--- config.mk ---
export PLATFORM = sky130hd
export DESIGN_NAME = apb3_cpuif_bridge
export DESIGN_NICKNAME = d
export VERILOG_FILES = /design/src/rtl/apb3_cpuif_pkg.sv /design/src/rtl/cpuif_timeout_ctr.sv /design/src/rtl/apb3_cpuif_bridge.sv
export SDC_FILE = /design/constraint.sdc
export NUM_CORES = 1
export LEC_CHECK = 0
export CAP_MARGIN = 20
export CELL_PAD_IN_SITES_DETAIL_PLACEMENT = 0
export CELL_PAD_IN_SITES_GLOBAL_PLACEMENT = 1
export CORE_AREA = 2 2 77 152
export DETAILED_ROUTE_END_ITERATION = 10
export DIE_AREA = 0 0 79 154
export GPL_ROUTABILITY_DRIVEN = 0
export HOLD_SLACK_MARGIN = 0.06
export PLACE_DENSITY_LB_ADDON = 0.1
export SLEW_MARGIN = 20
export SYNTH_ARGS = -nofsm -noshare
export SYNTH_HDL_FRONTEND = slang
export SYNTH_HIERARCHICAL = 1
export SYNTH_SLANG_ARGS = --single-unit
--- constraint.sdc ---
create_clock -name clk -period 2.2 [get_ports clk]
set_clock_uncertainty 0.05 [all_clocks]
set_input_delay 0.44 -clock clk [delete_from_list [all_inputs] [get_ports clk]]
set_output_delay 0.44 -clock clk [all_outputs]
set_load 0.02 [all_outputs]
--- src/rtl/apb3_cpuif_pkg.sv ---
// Shared types and helpers for the APB3 to cpuif bridge.
package apb3_cpuif_pkg;

   // Bridge FSM state encoding.
   typedef logic [1:0] state_t;
   localparam state_t StIdle = 2'd0;
   localparam state_t StWait = 2'd1;
   localparam state_t StResp = 2'd2;

   // Widest supported data bus; narrower buses use the low bits.
   localparam int unsigned MaxDataWidth = 64;

   // Completion response presented on the APB side.
   typedef struct packed {
      logic [MaxDataWidth-1:0] data;
      logic                    err;
   } resp_t;

   // Byte-address bits that must be zero for an access of data_width bits.
   function automatic int unsigned align_mask(input int unsigned data_width);
      return (data_width / 8) - 1;
   endfunction

endpackage

--- src/rtl/cpuif_timeout_ctr.sv ---
// Counts cycles spent waiting for a cpuif ack and flags expiry.
module cpuif_timeout_ctr #(
   parameter int unsigned TIMEOUT_CYCLES = 16
) (
   input  logic clk,
   input  logic rst,
   input  logic clr,
   input  logic en,
   output logic expired
);

   localparam int unsigned CntWidth = $clog2(TIMEOUT_CYCLES + 1);

   logic [CntWidth-1:0] cnt_q;

   assign expired = (cnt_q == CntWidth'(TIMEOUT_CYCLES - 1));

   // Count up while enabled, saturating at the expiry value.
   always_ff @(posedge clk) begin
      if (rst || clr) begin
         cnt_q <= '0;
      end else if (en && !expired) begin
         cnt_q <= cnt_q + 1'b1;
      end
   end

endmodule

--- src/rtl/apb3_cpuif_bridge.sv ---
// APB3 completer that forwards legal transfers to a single-outstanding
// req/ack register-block interface, with alignment, range and timeout checks.
module apb3_cpuif_bridge
   import apb3_cpuif_pkg::*;
#(
   parameter int unsigned ADDR_WIDTH     = 12,
   parameter int unsigned DATA_WIDTH     = 32,
   parameter int unsigned ADDR_LIMIT     = 'h200,
   parameter int unsigned TIMEOUT_CYCLES = 16
) (
   input  logic                  clk,
   input  logic                  rst,
   input  logic                  s_psel,
   input  logic                  s_penable,
   input  logic                  s_pwrite,
   input  logic [ADDR_WIDTH-1:0] s_paddr,
   input  logic [DATA_WIDTH-1:0] s_pwdata,
   output logic                  s_pready,
   output logic [DATA_WIDTH-1:0] s_prdata,
   output logic                  s_pslverr,
   output logic                  cpuif_req,
   output logic                  cpuif_req_is_wr,
   output logic [ADDR_WIDTH-1:0] cpuif_addr,
   output logic [DATA_WIDTH-1:0] cpuif_wr_data,
   input  logic                  cpuif_rd_ack,
   input  logic                  cpuif_rd_err,
   input  logic [DATA_WIDTH-1:0] cpuif_rd_data,
   input  logic                  cpuif_wr_ack,
   input  logic                  cpuif_wr_err
);

   localparam logic [ADDR_WIDTH-1:0] AlignMask = ADDR_WIDTH'(align_mask(DATA_WIDTH));
   localparam logic [ADDR_WIDTH:0]   LimitExt  = (ADDR_WIDTH + 1)'(ADDR_LIMIT);

   state_t                state_q, state_d;
   logic                  req_q, req_d;
   logic                  is_wr_q, is_wr_d;
   logic [ADDR_WIDTH-1:0] addr_q, addr_d;
   logic [DATA_WIDTH-1:0] wdata_q, wdata_d;
   logic                  pready_q, pready_d;
   logic [DATA_WIDTH-1:0] prdata_q;
   logic                  pslverr_q;
   resp_t                 resp_d;
   logic                  addr_ok;
   logic                  ack_match;
   logic                  expired;
   logic [MaxDataWidth-1:0] unused_resp_data;

   assign addr_ok   = ((s_paddr & AlignMask) == '0) && ({1'b0, s_paddr} < LimitExt);
   assign ack_match = is_wr_q ? cpuif_wr_ack : cpuif_rd_ack;
   assign unused_resp_data = resp_d.data;

   if (TIMEOUT_CYCLES > 0) begin : g_timeout
      cpuif_timeout_ctr #(
         .TIMEOUT_CYCLES(TIMEOUT_CYCLES)
      ) u_timeout (
         .clk    (clk),
         .rst    (rst),
         .clr    (state_q != StWait),
         .en     (state_q == StWait),
         .expired(expired)
      );
   end else begin : g_no_timeout
      assign expired = 1'b0;
   end

   // Next-state, request and response selection.
   always_comb begin
      state_d  = state_q;
      req_d    = 1'b0;
      is_wr_d  = is_wr_q;
      addr_d   = addr_q;
      wdata_d  = wdata_q;
      pready_d = 1'b0;
      resp_d   = '0;
      case (state_q)
         StIdle: begin
            // Only a setup phase starts a transfer; a bare access phase is ignored.
            if (s_psel && !s_penable) begin
               if (addr_ok) begin
                  req_d   = 1'b1;
                  is_wr_d = s_pwrite;
                  addr_d  = s_paddr;
                  wdata_d = s_pwdata;
                  state_d = StWait;
               end else begin
                  pready_d   = 1'b1;
                  resp_d.err = 1'b1;
                  state_d    = StResp;
               end
            end
         end
         StWait: begin
            // A matching ack on the final count beats the timeout.
            if (ack_match) begin
               pready_d    = 1'b1;
               resp_d.data = is_wr_q ? '0 : MaxDataWidth'(cpuif_rd_data);
               resp_d.err  = is_wr_q ? cpuif_wr_err : cpuif_rd_err;
               state_d     = StResp;
            end else if (expired) begin
               pready_d   = 1'b1;
               resp_d.err = 1'b1;
               state_d    = StResp;
            end
         end
         StResp: begin
            state_d = StIdle;
         end
         default: begin
            state_d = StIdle;
         end
      endcase
   end

   // Registered state and outputs.
   always_ff @(posedge clk) begin
      if (rst) begin
         state_q   <= StIdle;
         req_q     <= 1'b0;
         is_wr_q   <= 1'b0;
         addr_q    <= '0;
         wdata_q   <= '0;
         pready_q  <= 1'b0;
         prdata_q  <= '0;
         pslverr_q <= 1'b0;
      end else begin
         state_q   <= state_d;
         req_q     <= req_d;
         is_wr_q   <= is_wr_d;
         addr_q    <= addr_d;
         wdata_q   <= wdata_d;
         pready_q  <= pready_d;
         prdata_q  <= resp_d.data[DATA_WIDTH-1:0];
         pslverr_q <= resp_d.err;
      end
   end

   assign s_pready        = pready_q;
   assign s_prdata        = prdata_q;
   assign s_pslverr       = pslverr_q;
   assign cpuif_req       = req_q;
   assign cpuif_req_is_wr = is_wr_q;
   assign cpuif_addr      = addr_q;
   assign cpuif_wr_data   = wdata_q;

endmodule
==> reports/results.ini <==
[clocking]
htree_levels=3
cts.sinks=87
clockBufferDepth=2
cts-root-buf=clkbuf_16
hold_buffers=0
cts_tree=done
cts_resized=0
postCtsSetupRepairBufs=0
clk_pin_slew_ns=0.06
numCtsBuffers=9
clkLatencyLatePin_ns=0.34

[worst_setup_path]
start_kind=input pin
crit_required_ns=2.41
end_kind=register
criticalPathCategory=input pin to register
cp.arrival_ns=2.06
critPathMaxFanout=8

[global_routing]
grt_max_degree=33
grt_first_pass_wirelength_um=13100
track_usage_pct=14.2
grt_pass1_vias=2677
grt-ovfl-total=0
antenna_found_initial=0

[synthesis]
ys_top_cells_by_area=dfxtp_1 60%, nand2_1 11%, and2_1 8.0%, a21oi_1 7.6%, buf_6 1.6%
synth_compound_area_share_pct=9.29
synth-seq-cells=87
synth_largest_area_cell=dfxtp_1
synth_fp_nets=395
synth_top_family_by_area=simple AND/OR/NAND/NOR gates
synthXorXnorAreaFrac_pct=0.608
netlist-cell-type-count=30
syn_area_per_cell_um2=9.36
post_synth_and_or_nand_nor_area_fraction_pct=24.8
synth_mux_area_share_pct=0
netlist_area_um2=2880
ys_seq_area_share_pct=60.4
synth_fa_ha_area_share_pct=0.868
yosys_warnings=6
synth_top_area_share_pct=60.4
syn_inst=308

[outcome]
outcome=finished clean

[floorplanning]
start_util_pct=26.3
die_h_um=154
dieArea_um2=12200
rows=54
die_w_um=79
coreArea_um2=10900
pin_count=165

[detailed_routing]
wl_per_cell_um=13.1
wl_um=8180
drt_iter0_drc=69
firstDrtPassIters=4
via_count=2598
drc=0
routed_via_density=4.18
detail-route-antenna-nets=0

[power_and_ir_drop]
p_int_mw=2.79
power.density_nw_per_um2=684
netSwitchingFraction_pct=19.4
peakVddDrop_mv=0.374
seqPwrFrac_pct=45.8
p_clk_share_pct=48.3
leakagePower_nw=1.82
p_comb_share_pct=6.0
p_switching_mw=0.671

[final_layout]
syn_to_final_growth_pct=75.7
fin_nets=564
n_antenna_cell=0
mostFrequentLayoutCells=163 x clkdlybuf4s50_1, 87 x dfxtp_1, 83 x nand2_1
post_layout_nonfiller_instances=622
nFillCells=1112
drive_gt1_share_pct=7.05
final_area_um2=5060
final_common_cell=clkdlybuf4s50_1

[sta]
final-hold-violation-count=0
max_freq_mhz=542
setup_viol=0
fin_crit_ns=1.84
worstMarginPinSlew_ns=0.434
min_period_over_period_pct=83.8
rsz0062_at_grt=false
finalMaxSlewViolations=0
slew_headroom_pct=71.0

[placed_design]
dp_cells=606
dp_hpwl_um=6390
post_dp_cell_area_um2=4730
io_buffer_count=164

[flow_run]
maxCapViolCount=0

[hold_path]
hold_class=register to register

kinds of logic (layout without fill, tap and decap cells):
group	after synthesis	count (layout)
simple gates	144	144
flops	87	87
compound gates	51	51
buf+inv	22	196
fa+ha+maj	2	2
xor+xnor	2	2
power groups by stage:
stage / registers [mW] / logic (mW) / clock network, mW
finish: 1.58 / 0.207 / 1.67
global route: 1.58 / 0.223 / 1.80
CTS: 1.58 / 0.211 / 1.74
detailed placement: 1.62 / 0.209 / 0
global placement: 1.62 / 0.211 / 0
floorplan: 1.62 / 0.0302 / 0
flip-flops by register name (all words and copies together), names as in the netlist:
signal and count:
g_timeout.u_timeout/cnt_q 5, state_q 2, cpuif_req 1, s_prdata 32, s_pslverr 1, cpuif_addr 12
s_pready 1, cpuif_req_is_wr 1, cpuif_wr_data 32
stage by stage:
stage / worst slack (ns) / hold slack, ns / power (mW) / setup TNS (ns) / utilization [%]
CTS: 0.314 / 0.406 / 3.53 / 0 / 46.3
global route: 0.214 / 0.420 / 3.61 / 0 / 46.3
floorplan: 0.611 / 0.402 / 1.65 / 0 / -
detailed placement: -0.0382 / 0.393 / 1.83 / -0.0914 / 43.2
global placement: 0.00555 / 0.391 / 1.83 / 0 / 43.2
finish: 0.356 / 0.401 / 3.46 / 0 / 46.3
layout make-up:
cell class	instances	area [um^2]	share of cell area (%)
clock buffer	12	256	5.07
clock inverter	4	76.3	1.51
inverter	5	18.8	0.371
multi-input combinational	199	1040	20.5
sequential	87	1740	34.4
tap	140	175	3.46
timing repair buffer	175	1760	34.7
metal layers:
| metal | vias to the layer above | wire (um) | GRT usage [%] |
|---|---|---|---|
| li1 | 1325 | - | - |
| met1 | 1150 | 2820 | 13.3 |
| met2 | 114 | 4370 | 25.3 |
| met3 | 9 | 807 | 6.46 |
| met4 | 0 | 172 | 7.39 |
| met5 | - | 0 | 0 |
worst max-delay path, stage by stage:
cell and delay, ns:
clkdlybuf4s50_1 0.44, nor4b_2 0.41, and3_1 0.25, buf_4 0.15, buf_4 0.16, nand2_1 0.07, a21oi_1 0.12
worst paths after layout:
check | cells past startpoint | slack, ns | start | to
worst min register to register | 2 | 0.40 | cpuif_addr[3] | cpuif_addr[3]
worst max register to register | 6 | 0.48 | state_q[1] | cpuif_wr_data[2]
worst min-delay path | 2 | 0.40 | cpuif_addr[3] | cpuif_addr[3]
worst max-delay path | 7 | 0.36 | s_penable | cpuif_wr_data[2]
synthesized netlist by cell type (all sizes together):
| master | instances |
|---|---|
| dfxtp | 87 |
| xor2 | 1 |
| nor3b | 1 |
| a311oi | 1 |
| or3 | 1 |
| o211ai | 1 |
| nand2b | 3 |
| a21oi | 44 |
| clkbuf | 12 |
| and2 | 37 |
| nor4 | 2 |
| nand3 | 3 |
| or2 | 1 |
| nand2 | 83 |
| and3 | 2 |
| a31oi | 3 |
| nor2b | 1 |
| nor4b | 1 |
| nor2 | 7 |
| xnor2 | 1 |
| a211oi | 1 |
| buf | 5 |
| ha | 2 |
| o21ai | 1 |
| inv | 5 |
| and2b | 1 |
| nand3b | 1 |
(Power assumes the default switching activity.)
==> RTL edit 1 (same flow settings) <==
Reset style: asynchronous (`rst`), changed in one clocked block.
--- a/src/rtl/apb3_cpuif_bridge.sv
+++ b/src/rtl/apb3_cpuif_bridge.sv
@@ -113,7 +113,7 @@
    end
 
    // Registered state and outputs.
-   always_ff @(posedge clk) begin
+   always_ff @(posedge clk or posedge rst) begin
       if (rst) begin
          state_q   <= StIdle;
          req_q     <= 1'b0;
Check against the original RTL: differs if rst is asserted again (counterexample within 4 cycles, from zero or initial values and one cycle with rst high); with rst held inactive, the same outputs for 4 cycles.
==> RTL edit 1 against the original RTL <==
Final cell count is 15% lower. Synthesized area is 9.1% higher. Sequential cell count is the same. Routed wire length is 7.8% lower. Setup slack got worse by 0.29 ns. Die area did not move. Final area is 4.8% higher. Largest cell class is now flip-flops and latches. Highest routed layer unchanged.
Power is not compared: it rests on default switching activity, and its combinational part moved more than twofold at a synthesized area within 25%.
==> RTL edit 1: results (changes against the original RTL) <==
Yosys cell types -> 32 (was 30)
CTS Buf Count -> 9 (unchanged)
status -> complete, no violations (unchanged)
most common library cells after synthesis -> 82 x dfrtp_1, 32 x and2_1, 23 x mux2_1, 17 x mux2_2 (was 87 x dfxtp_1, 83 x nand2_1, 44 x a21oi_1, 37 x and2_1, 12 x clkbuf_1)
routed len/inst -> 14.2 um (was 13.1 um)
layout cells sized above 1 -> 12.6% (was 7.05%)
R2R Path End -> cpuif_req_is_wr (was cpuif_wr_data[2])
WHS -> 0.431 ns (was 0.401 ns)
vias in the first global route -> 2445 (was 2677)
Hold Crit Endpoint -> g_timeout.u_timeout/cnt_q[1] (was cpuif_addr[3])
clock buffers -> 11 (was 12)
Total GRT Usage -> 13.1% (was 14.2%)
#MultiIn Comb -> 112 (was 199)
CTS H-tree depth -> 3 (unchanged)
Max FO, Critical Path -> 43 (was 8)
initial antenna violation count -> 0 (unchanged)
post-synthesis async set-or-reset flop share -> 94.3% (was 0%)
dpl cells -> 514 (was 606)
Seq/Total Area, Yosys -> 68.4% (was 60.4%)
fraction of area in multi-input gates -> 17.5% (was 20.5%)
Worst Hold Path Cells -> 2 (unchanged)
Critical Path AT -> 2.30 ns (was 2.06 ns)
reg2reg path depth -> 5 (was 6)
clock slew seen by the registers of the worst setup and hold paths -> 0.06 ns (about the same)
Reg area -> 2150 sq um (was 1740 sq um)
first-pass GRT wire length -> 12.3 mm (was 13.1 mm)
Post-Synthesis Cells -> 210 (was 308)
signal buffers share of area -> 32.8% (was 34.7%)
maximum vdd ir drop -> 0.406 mV
ClkCell Share -> 5.54% (was 6.57%)
Layout fillers -> 1030 (was 1112)
CTS max path bufs -> 2 (unchanged)
vias per cell -> 4.14 (was 4.18)
Area contributors post-synth -> dfrtp_1 65%, mux2_1 8.2%, and2_1 6.4%, mux2_2 6.1%, dfxtp_1 3.2% (was dfxtp_1 60%, nand2_1 11%, and2_1 8.0%, a21oi_1 7.6%, buf_6 1.6%)
crit end category -> flop (unchanged)
CTS Sinks -> 87 (unchanged)
inverters -> 3 (was 5)
post-route insts no fill -> 530 (was 622)
r2r startpoint -> state_q[0] (was state_q[1])
Final HPWL DP -> 5.76 mm (was 6.39 mm)
Synth Net Count -> 297 (was 395)
clk root buf -> clkbuf_16 (unchanged)
Largest cell class -> flip-flops and latches (was non-clock buffers)
HP Start -> g_timeout.u_timeout/cnt_q[1] (was cpuif_addr[3])
worst setup path start -> s_paddr[1] (was s_penable)
antenna cells -> 0 (unchanged)
Non-clock buffers -> 172 (was 175)
Pleak -> 0.00239 uW
Reg2Reg Setup Slack -> 0.34 ns (was 0.48 ns)
max cap viols -> 0 (unchanged)
worst-margin pin slew -> 0.434 ns (about the same)
Worst Hold Class -> reg -> reg (unchanged)
DR iter-0 viols -> 70 (was 69)
largest net degree at the start of global routing -> 44 (was 33)
Final #Nets -> 472 (was 564)
yosys warns -> 6 (unchanged)
Pre-antenna DRT Iters -> 4 (unchanged)
Placement Cell Area -> 5000 sq um (was 4730 sq um)
port buffer count -> 164 (unchanged)
clock latency on the worst-skew pair -> 0.33 ns
## RTL edit 1: through the flow
step	setup WS [ns]	total power (uW)	utilization [%]	TNS (ns)
floorplan	0.236	1990	-	0
global placement	-0.259	2360	45.7	-10.45
detailed placement	-0.284	2370	45.7	-11.43
CTS	0.0639	3860	48.4	0
global route	0.0148	3980	48.5	0
finish	0.0655	3780	48.5	0
## RTL edit 1: critical path: stages
cell and delay [ns]:
clkdlybuf4s50_1 0.40, or4_4 0.55, nor3b_4 0.24, buf_12 0.28, mux2_2 0.36
## RTL edit 1: power breakdown
part / internal, uW / total, uW / switching (uW)
Clock: 835 / 1450 / 619
Sequential: 1690 / 1740 / 43.7
Combinational: 354 / 594 / 240
Total: 2880 / 3780 / 902
## RTL edit 1: cells by family (layout without fill, tap and decap cells)
| logic type | count (synthesis) | in the layout | share of synthesized area, % |
|---|---|---|---|
| fa+ha+maj | 2 | 2 | 0.796 |
| buf+inv | 11 | 191 | 2.39 |
| mux | 40 | 40 | 14.3 |
| simple gates | 58 | 58 | 11.6 |
| compound gates | 10 | 10 | 1.91 |
| flops | 87 | 87 | 68.4 |
| xor+xnor | 2 | 2 | 0.557 |
## RTL edit 1: metal layers
layer / global-route usage, % / vias up / wire length, um / part of all wire (%)
li1: - / 1050 / - / -
met1: 13.8 / 1033 / 2780 / 37
met2: 23.3 / 107 / 4010 / 53
met3: 5.11 / 6 / 655 / 8.7
met4: 4.68 / 0 / 107 / 1.4
met5: 0 / - / 0 / 0
## RTL edit 1: repair_timing
| action | in CTS | in global routing |
|---|---|---|
| endpoints found under the setup margin | 0 | 4 |
| buffers inserted | 0 | 0 |
| hold buffers | 0 | 0 |
| gates resized for setup | 0 | 1 |
==> RTL edit 2 (same settings) <==
Made on the original files. `TIMEOUT_CYCLES` is set to 16 in 2 places; all go to 8.
--- a/src/rtl/cpuif_timeout_ctr.sv
+++ b/src/rtl/cpuif_timeout_ctr.sv
@@ -1,6 +1,6 @@
 // Counts cycles spent waiting for a cpuif ack and flags expiry.
 module cpuif_timeout_ctr #(
-   parameter int unsigned TIMEOUT_CYCLES = 16
+   parameter int unsigned TIMEOUT_CYCLES = 8
 ) (
    input  logic clk,
    input  logic rst,
--- a/src/rtl/apb3_cpuif_bridge.sv
+++ b/src/rtl/apb3_cpuif_bridge.sv
@@ -6,7 +6,7 @@
    parameter int unsigned ADDR_WIDTH     = 12,
    parameter int unsigned DATA_WIDTH     = 32,
    parameter int unsigned ADDR_LIMIT     = 'h200,
-   parameter int unsigned TIMEOUT_CYCLES = 16
+   parameter int unsigned TIMEOUT_CYCLES = 8
 ) (
    input  logic                  clk,
    input  logic                  rst,
Check against the original RTL: not equivalent (a bounded check fails within 10 cycles, from zero or initial values and one cycle with rst high).
==> RTL edit 2 against the original RTL <==
Maximum frequency shrank 4.5%. Worst hold slack is essentially flat. Total power shrank 5.1%. Non-clock buffer count shrank 3. Final area fell by 2.0%. Register-to-register slack improved by 0.05 ns. Sequential cell count is 1 lower. Count of clock-buffer cells in the layout grew 1. Via count decreased by 0.54%. Routed wire length decreased by 2.1%. Sequential share of layout area rose by 0.28 points. Setup slack worse by 0.087 ns. Synthesized area down 1.2%.
==> RTL edit 2: results (changes against the original RTL) <==
Final #Nets -> 557 (was 564)
Flop pwr share -> 47.7% (was 45.8%)
status -> complete, no violations (unchanged)
Layout fillers -> 1100 (was 1112)
worst-margin pin slew -> 0.322 ns (was 0.434 ns)
XOR/XNOR Fraction of Synth Area -> 0% (was 0.608%)
CTS max path bufs -> 2 (unchanged)
vias per cell -> 4.19 (was 4.18)
routed via count -> 2584 (was 2598)
Final HPWL DP -> 6.06 mm (was 6.39 mm)
multiplexer share of the synthesized area -> 0% (unchanged)
Synth Net Count -> 391 (was 395)
largest incremental delay on the critical path -> 0.66 ns (was 0.44 ns)
layout cells sized above 1 -> 6.30% (was 7.05%)
port buffer count -> 164 (unchanged)
Critical Path AT -> 1.44 ns (was 2.06 ns)
clock slew seen by the registers of the worst setup and hold paths -> 0.06 ns (about the same)
Total GRT Usage -> 13.5% (was 14.2%)
routed len/inst -> 13.0 um (was 13.1 um)
dpl ws -> 0.0259 ns (was -0.0382 ns)
P_clk -> 1510 uW (was 1670 uW)
internal power -> 2650 uW (was 2790 uW)
compound-cell area share of the yosys netlist -> 9.88% (was 9.29%)
Pleak -> 0.00181 uW (was 0.00182 uW)
HP Start -> cpuif_wr_data[7] (was cpuif_addr[3])
DR iter-0 viols -> 89 (was 69)
dpl cells -> 600 (was 606)
R2R Path End -> cpuif_wr_data[25] (was cpuif_wr_data[2])
Reg2Reg Setup Slack -> 0.53 ns (was 0.48 ns)
antenna cells -> 0 (unchanged)
CTS H-tree depth -> 3 (unchanged)
Max FO, Critical Path -> 6 (was 8)
Seq/Total Area, Yosys -> 60.4% (about the same)
r2r startpoint -> state_q[1] (unchanged)
WHS -> 0.401 ns (about the same)
Post-Synthesis Cells -> 305 (was 308)
largest net degree at the start of global routing -> 42 (was 33)
reg2reg path depth -> 5 (was 6)
Area contributors post-synth -> dfxtp_1 60%, nand2_1 11%, and2_1 8.1%, a21oi_1 7.6%, buf_6 1.6% (was dfxtp_1 60%, nand2_1 11%, and2_1 8.0%, a21oi_1 7.6%, buf_6 1.6%)
Yosys cell types -> 29 (was 30)
adder-cell area share of the yosys netlist -> 0.439% (was 0.868%)
maximum vdd ir drop -> 0.376 mV (was 0.374 mV)
most common library cells after synthesis -> 86 x dfxtp_1, 84 x nand2_1, 43 x a21oi_1, 37 x and2_1, 12 x clkbuf_1 (was 87 x dfxtp_1, 83 x nand2_1, 44 x a21oi_1, 37 x and2_1, 12 x clkbuf_1)
## RTL edit 2: per-stage QoR
step | total power [uW] | util (%) | area (sq um)
after detailed placement | 1810 | 42.6 | 4660
final | 3290 | 45.4 | 4960
after global placement | 1810 | 42.6 | 4660
after floorplan | 1640 | - | 2850
after global routing | 3430 | 45.4 | 4960
after CTS | 3360 | 45.4 | 4960
## RTL edit 2: area by class of cell
| class | instances | area (sq um) | area share [%] |
|---|---|---|---|
| Clock buffer | 13 | 260 | 5.24 |
| Clock inverter | 3 | 42.5 | 0.857 |
| Inverter | 6 | 22.5 | 0.454 |
| Multi-Input combinational cell | 196 | 1020 | 20.6 |
| Sequential cell | 86 | 1720 | 34.7 |
| Tap cell | 140 | 175 | 3.53 |
| Timing Repair Buffer | 172 | 1720 | 34.7 |
## RTL edit 2: metal layers
metal / track usage [%] / wire [um] / up-vias
li1: - / - / 1312
met5: 0 / 0 / -
met4: 6.16 / 157 / 0
met3: 5.87 / 717 / 12
met1: 12.4 / 2790 / 1151
met2: 24.9 / 4340 / 109
## RTL edit 2: worst register-to-register path: stages (launching register included)
cell     delay, ns
dfxtp_1       0.36
nor4b_2       0.37
and3_1        0.29
buf_4         0.29
nand2_1       0.10
a21oi_1       0.13
## RTL edit 2: worst max path at each step
stage	from	endpoint	slack, ns
3_3_place_gp	s_psel	cpuif_wr_data[20]	0.07
3_5_place_dp	s_psel	cpuif_wr_data[25]	0.03
2_1_floorplan	s_paddr[0]	cpuif_addr[7]	0.70
5_1_grt	cpuif_req_is_wr	cpuif_req_is_wr	0.21
6_report	cpuif_req_is_wr	cpuif_req_is_wr	0.27
4_1_cts	cpuif_req_is_wr	cpuif_req_is_wr	0.20
